### src/rtl/pong_game_fsm.sv
// Pong game-flow controller: start/serve/point/game-over sequencing that drives
// the score counter (d_inc/d_clr) and gates ball motion. All outputs registered.
module pong_game_fsm #(
  parameter int unsigned WAIT_TICKS = 120,
  parameter logic [7:0]  WIN_SCORE  = 8'h11
) (
  input  logic       clk,
  input  logic       reset,
  input  logic       btn_start,
  input  logic       refr_tick,
  input  logic       miss_left,
  input  logic       miss_right,
  input  logic [3:0] dig0,
  input  logic [3:0] dig1,
  input  logic [3:0] dig2,
  input  logic [3:0] dig3,
  output logic [1:0] d_inc,
  output logic       d_clr,
  output logic       ball_en,
  output logic       serve_dir,
  output logic       game_over,
  output logic [1:0] dbg_state
);

  localparam logic [1:0] S_IDLE  = 2'd0;
  localparam logic [1:0] S_PLAY  = 2'd1;
  localparam logic [1:0] S_POINT = 2'd2;
  localparam logic [1:0] S_OVER  = 2'd3;

  localparam logic [7:0] WAIT_T = 8'(WAIT_TICKS);

  logic [1:0] state_q, state_d;
  logic       btn_q;
  logic       armed_q;
  logic [7:0] tick_q, tick_d;
  logic [2:0] settle_q, settle_d;
  logic [1:0] d_inc_q, d_inc_d;
  logic       d_clr_q, d_clr_d;
  logic       serve_q, serve_d;
  logic       ball_en_q, ball_en_d;
  logic       game_over_q, game_over_d;

  logic start_ev;
  logic expired;
  logic win;

  // armed_q masks the first edge after reset so a button already held at
  // deassertion is captured into btn_q without counting as a press.
  assign start_ev = btn_start & ~btn_q & armed_q;
  assign expired  = (tick_q == WAIT_T) && (settle_q >= 3'd4);
  assign win      = ({dig1, dig0} == WIN_SCORE) || ({dig3, dig2} == WIN_SCORE);

  always_comb begin
    state_d  = state_q;
    tick_d   = tick_q;
    settle_d = settle_q;
    d_inc_d  = 2'b00;
    d_clr_d  = 1'b0;
    serve_d  = serve_q;
    case (state_q)
      S_IDLE, S_OVER: begin
        if (start_ev) begin
          state_d = S_PLAY;
          d_clr_d = 1'b1;
        end
      end
      S_PLAY: begin
        if (miss_left || miss_right) begin
          state_d  = S_POINT;
          tick_d   = 8'd0;
          settle_d = 3'd0;
          if (miss_left && !miss_right) begin
            d_inc_d = 2'b10;
            serve_d = 1'b0;
          end else if (miss_right && !miss_left) begin
            d_inc_d = 2'b01;
            serve_d = 1'b1;
          end
        end
      end
      S_POINT: begin
        if (expired) begin
          state_d = win ? S_OVER : S_PLAY;
        end else begin
          // Tick count holds at WAIT_T so fast ticks cannot overshoot the
          // equality test while the settle guard is still running.
          if (refr_tick && (tick_q != WAIT_T)) tick_d = tick_q + 8'd1;
          if (settle_q != 3'd7) settle_d = settle_q + 3'd1;
        end
      end
      default: state_d = S_IDLE;
    endcase
    ball_en_d   = (state_d == S_PLAY);
    game_over_d = (state_d == S_OVER);
  end

  always_ff @(posedge clk or posedge reset) begin
    if (reset) begin
      state_q     <= S_IDLE;
      btn_q       <= 1'b0;
      armed_q     <= 1'b0;
      tick_q      <= 8'd0;
      settle_q    <= 3'd0;
      d_inc_q     <= 2'b00;
      d_clr_q     <= 1'b0;
      serve_q     <= 1'b0;
      ball_en_q   <= 1'b0;
      game_over_q <= 1'b0;
    end else begin
      state_q     <= state_d;
      btn_q       <= btn_start;
      armed_q     <= 1'b1;
      tick_q      <= tick_d;
      settle_q    <= settle_d;
      d_inc_q     <= d_inc_d;
      d_clr_q     <= d_clr_d;
      serve_q     <= serve_d;
      ball_en_q   <= ball_en_d;
      game_over_q <= game_over_d;
    end
  end

  assign d_inc     = d_inc_q;
  assign d_clr     = d_clr_q;
  assign ball_en   = ball_en_q;
  assign serve_dir = serve_q;
  assign game_over = game_over_q;
  assign dbg_state = state_q;

endmodule

### config.mk
export PLATFORM = sky130hd
export DESIGN_NAME = pong_game_fsm
export DESIGN_NICKNAME = d
export VERILOG_FILES = /design/src/rtl/pong_game_fsm.sv
export SDC_FILE = /design/constraint.sdc
export NUM_CORES = 1
export LEC_CHECK = 0
export CORE_UTILIZATION = 46
export CTS_CLUSTER_SIZE = 28
export DETAILED_ROUTE_END_ITERATION = 6
export GPL_ROUTABILITY_DRIVEN = 1
export GPL_TIMING_DRIVEN = 0
export PLACE_DENSITY = 0.75
export REMOVE_ABC_BUFFERS = 1
export SLEW_MARGIN = 20
export SYNTH_ARGS = -nofsm -noshare
export SYNTH_HDL_FRONTEND = slang
export SYNTH_SLANG_ARGS = --single-unit
### constraint.sdc
create_clock -name clk -period 5.2 [get_ports clk]
set_input_delay 1.56 -clock clk [delete_from_list [all_inputs] [get_ports clk]]
set_output_delay 1.56 -clock clk [all_outputs]
set_load 0.1 [all_outputs]
# Yosys cells after proc, flatten, opt, wreduce, memory -nomap -nowiden

Index checks and enable logic that the tools add are counted.

Equality and inequality tests: 14
$lt $le $gt $ge: 1
Add/subtract/negate cells: 2
Reduce and logical (&&, ||, !) cells: 15
Mux-type cells: 21
Bitwise operators: 3

Operators by type and width:

| kind                | count |
|---|---|
| $mux 8              | 3 |
| $eq 8x5->1 const B  | 2 |
| $pmux 8 s2          | 1 |
| $mux 2              | 7 |
| $mux 3              | 3 |
| $add 8x1->8 const B | 1 |
| $eq 8x7->1 const B  | 1 |
| $ne 2x2->1 const B  | 4 |
| $ne 8x7->1 const B  | 1 |
| $reduce_and 4->1    | 2 |
| $eq 2x2->1 const B  | 3 |
| $pmux 2 s3          | 1 |
| $pmux 3 s2          | 1 |
| $mux 1              | 5 |
| $eq 2x1->1 const B  | 2 |
| $logic_and 1x1->1   | 4 |
| $reduce_bool 2->1   | 2 |
| $add 3x1->3 const B | 1 |
| $ge 3x3->1 const B  | 1 |
| $ne 3x3->1 const B  | 1 |
| $reduce_and 3->1    | 1 |
| $and 1x1->1         | 2 |
| $logic_not 1->1     | 2 |
| $logic_not 2->1     | 1 |
| 3 further kinds     | 4 |

Output and inout bits: 8
Word-level logic and storage cells: 66
Flip-flop bits (word level): 21
Input port bits: 22

# Depth between registers and ports, before layout

Gate-level depths: netlist (run 1).

Depth in word-level cells: 6
Mapped depth: 7
Gate-level depth less buffers: 6

# Worst setup path after synthesis (run 1)

OpenSTA, ideal clock, no wires.

Kind: input -> register
Start point: input port miss_left
End point: register tick_q[5]
Arrival time: 2.751 ns
Data required time: 5.122 ns
Buffers on the path: 0
Library setup time: 0.078 ns
Cell stages on the path: 6
Path slack: 2.371 ns
Cells stage by stage: inv_1 ha_1 nand2_4 o2111ai_4 or4_1 a21oi_1

Word-level cells in the longest chain between the ends: 3

RTL lines:

| element                           | RTL line | text |
|---|---|---|
| from (decl)                       | 11       | `input logic miss_left,` |
| $logic_or 1x1->1                  | 68       | `if (miss_left \|\| miss_right) begin` |
| $ne 2x2->1 (no source line)       | n/a      |  |
| $reduce_and 4->1 (no source line) | n/a      |  |
| to (signal assigned)              | 113      | `tick_q <= tick_d;` |
| to (decl)                         | 35       | `logic [7:0] tick_q, tick_d;` |

Every way passes these cells.
A chain may end at the register's enable or synchronous reset.

# Final worst setup path (run 1)

Start point: register state_q[1] (netlist: dbg_state[1])
End point: output port dbg_state[1]

RTL lines:

| element                | RTL line | text |
|---|---|---|
| from (decl)            | 32       | `logic [1:0] state_q, state_d;` |
| from (signal assigned) | 110      | `state_q <= state_d;` |
| to (decl)              | 22       | `output logic [1:0] dbg_state` |

No word-level cell between the ends.

==> results.cfg, run 1 <==
[timing]
maxSlewHeadroom_pct = 33.1
tightest_slew_ns = 1.00
drv_slew = 0
final.setup.tns_ns = 0
finalClockSkew_ns = 0.0100
min_period_over_period_pct = 66.2
setup_viol = 0
finalWorstSetupSlack_ns = 1.76
hold_violations = 0
clock.fmax_ghz = 0.291
fin_crit_ns = 3.44
rsz0062_at_grt = false

[floorplan]
num_rows = 18
die_w_um = 54.6
core_mm2 = 0.00254
die_area_mm2 = 0.00298
dieHeight_um = 54.6
start_util_pct = 50.0
ios = 30

[layout]
layout.cells.non_filler = 187
mostFrequentLayoutCell = clkdlybuf4s50_1
regArea_um2 = 526
antenna_cells = 0
syn2layout_area_growth_pct = 26.1
drive_gt1_share_pct = 5.73
num-fill-cells = 215
final_cell_mix = clkdlybuf4s50_1, dfrtp_1, inv_1
fin_area_mm2 = 0.00161
fin_util_pct = 63.1
nNetsFinal = 189
multiInputGateArea_um2 = 677

[logic_synthesis]
post_synth_num_cell_types = 42
async_flop_share_pct = 100
avgSynthCellArea_um2 = 10.0
synth_edf_count = 0
syn_inst = 127
synth-seq-area-share_pct = 41.3
syn_area_mm2 = 0.00127
ys_ff_latch = 21
synth_top_flop_cell = dfrtp_1
ys_warn_count = 0

[critical_path]
crit_family = buffers and inverters
worstPathCellList = clkdlybuf4s50_1
worstSetupStartpointType = flip-flop
critPathArrivalTime_ns = 1.88
required_ns = 3.64
slowest_stage = clkdlybuf4s50_1
crit_path_end_kind = output pin
worstPathMaxFanout = 4
path_buf_inv = 1
criticalPathCategory = reg2out
max_stage_delay_ns = 1.18

[cts]
post_cts_buffers = 0
path_clk_slew_ns = 0.12
htreeDepth = 1
clockBufferDepth = 2
cts_tree = done
cts-hold-fix-buffers = 0
clk_latency_ns = 0.30
cts-resized-gates = 0
clock-root-buffer = clkbuf_4
cts_sinks = 21
cts_buffers = 3

[power_and_ir_drop]
ir_worst_vdd_v = 0.000383
leakage_nw = 0.708
power_density_mw_per_mm2 = 503

[global_route]
grt_pass1_wl_um = 4220
grt_antenna_before_repair = 0
overflow = 0
grt_max_degree = 22
grt_usage_pct = 19.9
grt_pass1_vias = 1029

[placement]
dpl.cell_count = 183
place_area_mm2 = 0.00158
dp_slack_ns = 1.71
numPortBuffers = 29
gp_congestion = 0.768
dp.final_hpwl_um = 1970

[routing]
post_drt_via_cell_ratio = 6.02
firstDrtPassIters = 6
wl_per_cell_um = 13.9
drc = 0
drtIter0Drc = 27
totalWireLength_um = 2590
drtAntennaViolNets = 0
vias = 1125

[worst_hold_path]
hold_class = reg2reg

[run_status]
status = complete, no violations

[flow_run]
drv_cap = 0
==> cells in the mapped netlist (all sizes together), types with 2 or more instances <==
| library cell | instances | area share, % |
|---|---|---|
| a41oi | 2 | 1.4 |
| inv | 13 | 3.8 |
| and3 | 5 | 2.5 |
| buf | 2 | 1.5 |
| nand2 | 7 | 2.7 |
| nand3 | 4 | 1.6 |
| a31oi | 2 | 0.98 |
| or4 | 4 | 2.4 |
| and2 | 3 | 1.5 |
| dfrtp | 21 | 41 |
| nand2b | 2 | 1.2 |
| nand4 | 2 | 1.5 |
| o21ai | 5 | 2.0 |
| a21oi | 12 | 4.7 |
| nor2 | 3 | 0.88 |
| a221o | 3 | 2.4 |
| a21o | 2 | 1.2 |
| nor4b | 4 | 2.8 |
| ha | 9 | 8.8 |
| o31ai | 4 | 2.4 |
==> final cells by class <==
class,instances,share of cell area [%]
Tap cell,30,2.34
Multi-Input combinational cell,90,42.1
Clock inverter,1,0.312
Timing Repair Buffer,29,18.1
Inverter,13,3.04
Sequential cell,21,32.7
Clock buffer,3,1.40
==> registers in the layout, summed over array words and instances (netlist names) <==
signal	cells
game_over	1
settle_q	3
ball_en	1
dbg_state	2
d_inc	2
serve_dir	1
d_clr	1
tick_q	8
armed_q	1
btn_q	1
==> final timing paths <==
kind | startpoint | end | slack [ns] | depth (start not counted)
min | settle_q[1] | settle_q[1] | 0.56 | 1
max | dbg_state[1] | dbg_state[1] | 1.76 | 1
max in group asynchronous | reset | game_over | 3.03 | 2
min in group asynchronous | reset | tick_q[5] | 1.68 | 2
min reg2reg | settle_q[1] | settle_q[1] | 0.56 | 1
max reg2reg | dbg_state[0] | ball_en | 3.03 | 6
==> report_power, final <==
part,internal (mW),leakage [nW],switching [mW],total [mW]
Combinational,0.162,0.418,0.309,0.471
Clock,0.0287,0.0177,0.0495,0.0782
Sequential,0.212,0.272,0.0468,0.259
Total,0.403,0.708,0.406,0.809
==> through the flow <==
step / power [mW] / hold slack, ns
floorplan: 0.615 / 0.496
global placement: 0.716 / 0.521
detailed placement: 0.732 / 0.530
CTS: 0.812 / 0.559
global route: 0.867 / 0.583
finish: 0.809 / 0.560
==> layer usage <==
metal	vias to the layer above	wire length (µm)	track usage [%]
met3	2	138	5.28
met4	0	11	6.41
met5	-	0	0
met2	34	1280	32.9
met1	547	1160	24.8
li1	542	-	-
==> kinds of logic after synthesis <==
logic type	share of synthesized area, %
other	0.294
and+or+nand+nor	20.4
adders and majority gates	8.84
AOI/OAI and AO/OA	22.8
DFF	41.3
buffers and inverters	5.60
muxes	0.786
Note: power is estimated with default switching activity, not from simulation.
==> run 2: changes to the inputs <==
Settings changed: CORE_UTILIZATION 46 to 44.
Clock period 5.2 ns to 3.15 ns, I/O delays scaled along.
==> results.cfg, run 2 (synthesized netlist as in run 1, its figures left out) <==
[run_status]
status = complete, no violations

[global_route]
grt_pass1_wl_um = 4650
overflow = 0
grt_max_degree = 22
grt_usage_pct = 18.9
grt_pass1_vias = 1123
grt_antenna_before_repair = 0

[routing]
drtIter0Drc = 27
drc = 0
top_layer = met4
firstDrtPassIters = 4
post_drt_via_cell_ratio = 5.96
wl_met1_um = 1180
wl_per_cell_um = 15.0
vias = 1120
wl_met2_um = 1450
drtAntennaViolNets = 0
totalWireLength_um = 2810
routed-wl-met3_um = 167

[timing]
drv_slew = 0
maxSlewHeadroom_pct = 33.4
hold_ws_ns = 0.568
tightest_slew_ns = 0.996
hold_violations = 0
rsz0062_at_grt = false
min_period_over_period_pct = 90.3
finalClockSkew_ns = 0.00710
final.setup.tns_ns = 0
fin_crit_ns = 2.84
clock.fmax_ghz = 0.352
setup_viol = 0

[critical_path]
max_stage_delay_ns = 1.16
r2r_slack_ns = 0.93
cp.depth = 1
criticalPathCategory = reg2out
r2r_cells = 6
crit_family = buffers and inverters
critPathArrivalTime_ns = 1.90
path_buf_inv = 1
worstSetupStartpointType = flip-flop
timing.rr.start = dbg_state[0]
required_ns = 2.20
worstPathMaxFanout = 5
r2r_end = ball_en
worstPathCellList = clkdlybuf4s50_1
crit_path_end_kind = output pin
slowest_stage = clkdlybuf4s50_1

[cts]
post_cts_buffers = 0
cts-hold-fix-buffers = 0
clk_latency_ns = 0.31
cts_buffers = 3
path_clk_slew_ns = 0.11
htreeDepth = 1
clockBufferDepth = 2
cts-resized-gates = 0
clock-root-buffer = clkbuf_4
cts_tree = done
cts_sinks = 21

[power_and_ir_drop]
leakage_nw = 0.706
power_density_mw_per_mm2 = 837
ir_worst_vdd_v = 0.000742

[layout]
syn2layout_area_growth_pct = 26.1
reg.largest.list = tick_q (8), settle_q (3)
largest_reg_flops = 8
final_cell_mix = clkdlybuf4s50_1, dfrtp_1, inv_1
antenna_cells = 0
drive_gt1_share_pct = 5.10
mostFrequentLayoutCell = clkdlybuf4s50_1
regMostFlops = tick_q
nNetsFinal = 189

[floorplan]
start_util_pct = 46.2
num_rows = 19
dieHeight_um = 55.8
core_mm2 = 0.00276
ios = 30
die_w_um = 55.8
die_area_mm2 = 0.00311

[placement]
gp_congestion = 0.730
numPortBuffers = 29
dp.final_hpwl_um = 2110

[flow_run]
drv_cap = 0

[worst_hold_path]
min_path_cells = 1
hold_class = reg2reg
holdPathEnd = settle_q[1]
hp-start = settle_q[1]
## run 2: cell count changes in the layout (fill, tap and decap cells not counted)
cell and delta:
clkbuf_1 +1, clkinv_2 -1
## run 2: power by group
group | internal, mW | switching, mW
clock | 0.0496 | 0.0843
sequential | 0.351 | 0.0767
combinational | 0.268 | 0.516
## run 2: area by class of cell
| class | instances | area [µm²] |
|---|---|---|
| Fill cell | 250 | 1150 |
| Timing Repair Buffer | 29 | 290 |
| Clock buffer | 4 | 26.3 |
| Inverter | 13 | 48.8 |
| Multi-Input combinational cell | 90 | 677 |
| Sequential cell | 21 | 526 |
| Tap cell | 31 | 38.8 |
## run 2: stage by stage
step | setup slack, ns | std cells | area (µm²) | util (%) | total power [mW]
after floorplan | 0.626 | 124 | 1250 | - | 1.02
after global placement | 0.337 | 184 | 1580 | 57.3 | 1.18
after detailed placement | 0.293 | 184 | 1580 | 57.3 | 1.21
after CTS | 0.296 | 188 | 1610 | 58.3 | 1.35
after global routing | 0.223 | 188 | 1610 | 58.3 | 1.44
final | 0.306 | 188 | 1610 | 58.3 | 1.35
## run 2: how the worst max path moves through the flow
stage	from	to	slack, ns
floorplan	dbg_state[1]	tick_q[5]	0.63
global placement	miss_left	tick_q[7]	0.34
detailed placement	miss_left	tick_q[5]	0.29
CTS	dbg_state[1]	dbg_state[1]	0.30
global route	dbg_state[0]	dbg_state[0]	0.22
finish	dbg_state[0]	dbg_state[0]	0.31
## run 2: routing by layer
layer,up-vias,track usage (%)
li1,539,-
met1,542,21.4
met2,35,33.7
met3,4,6.05
met4,0,5.71
met5,-,0
==> run 3: changes to the inputs <==
Settings changed: TNS_END_PERCENT set to 20.
==> results of run 3 <==
Same layout as run 2: the final DEF is identical, and so are final timing and power.
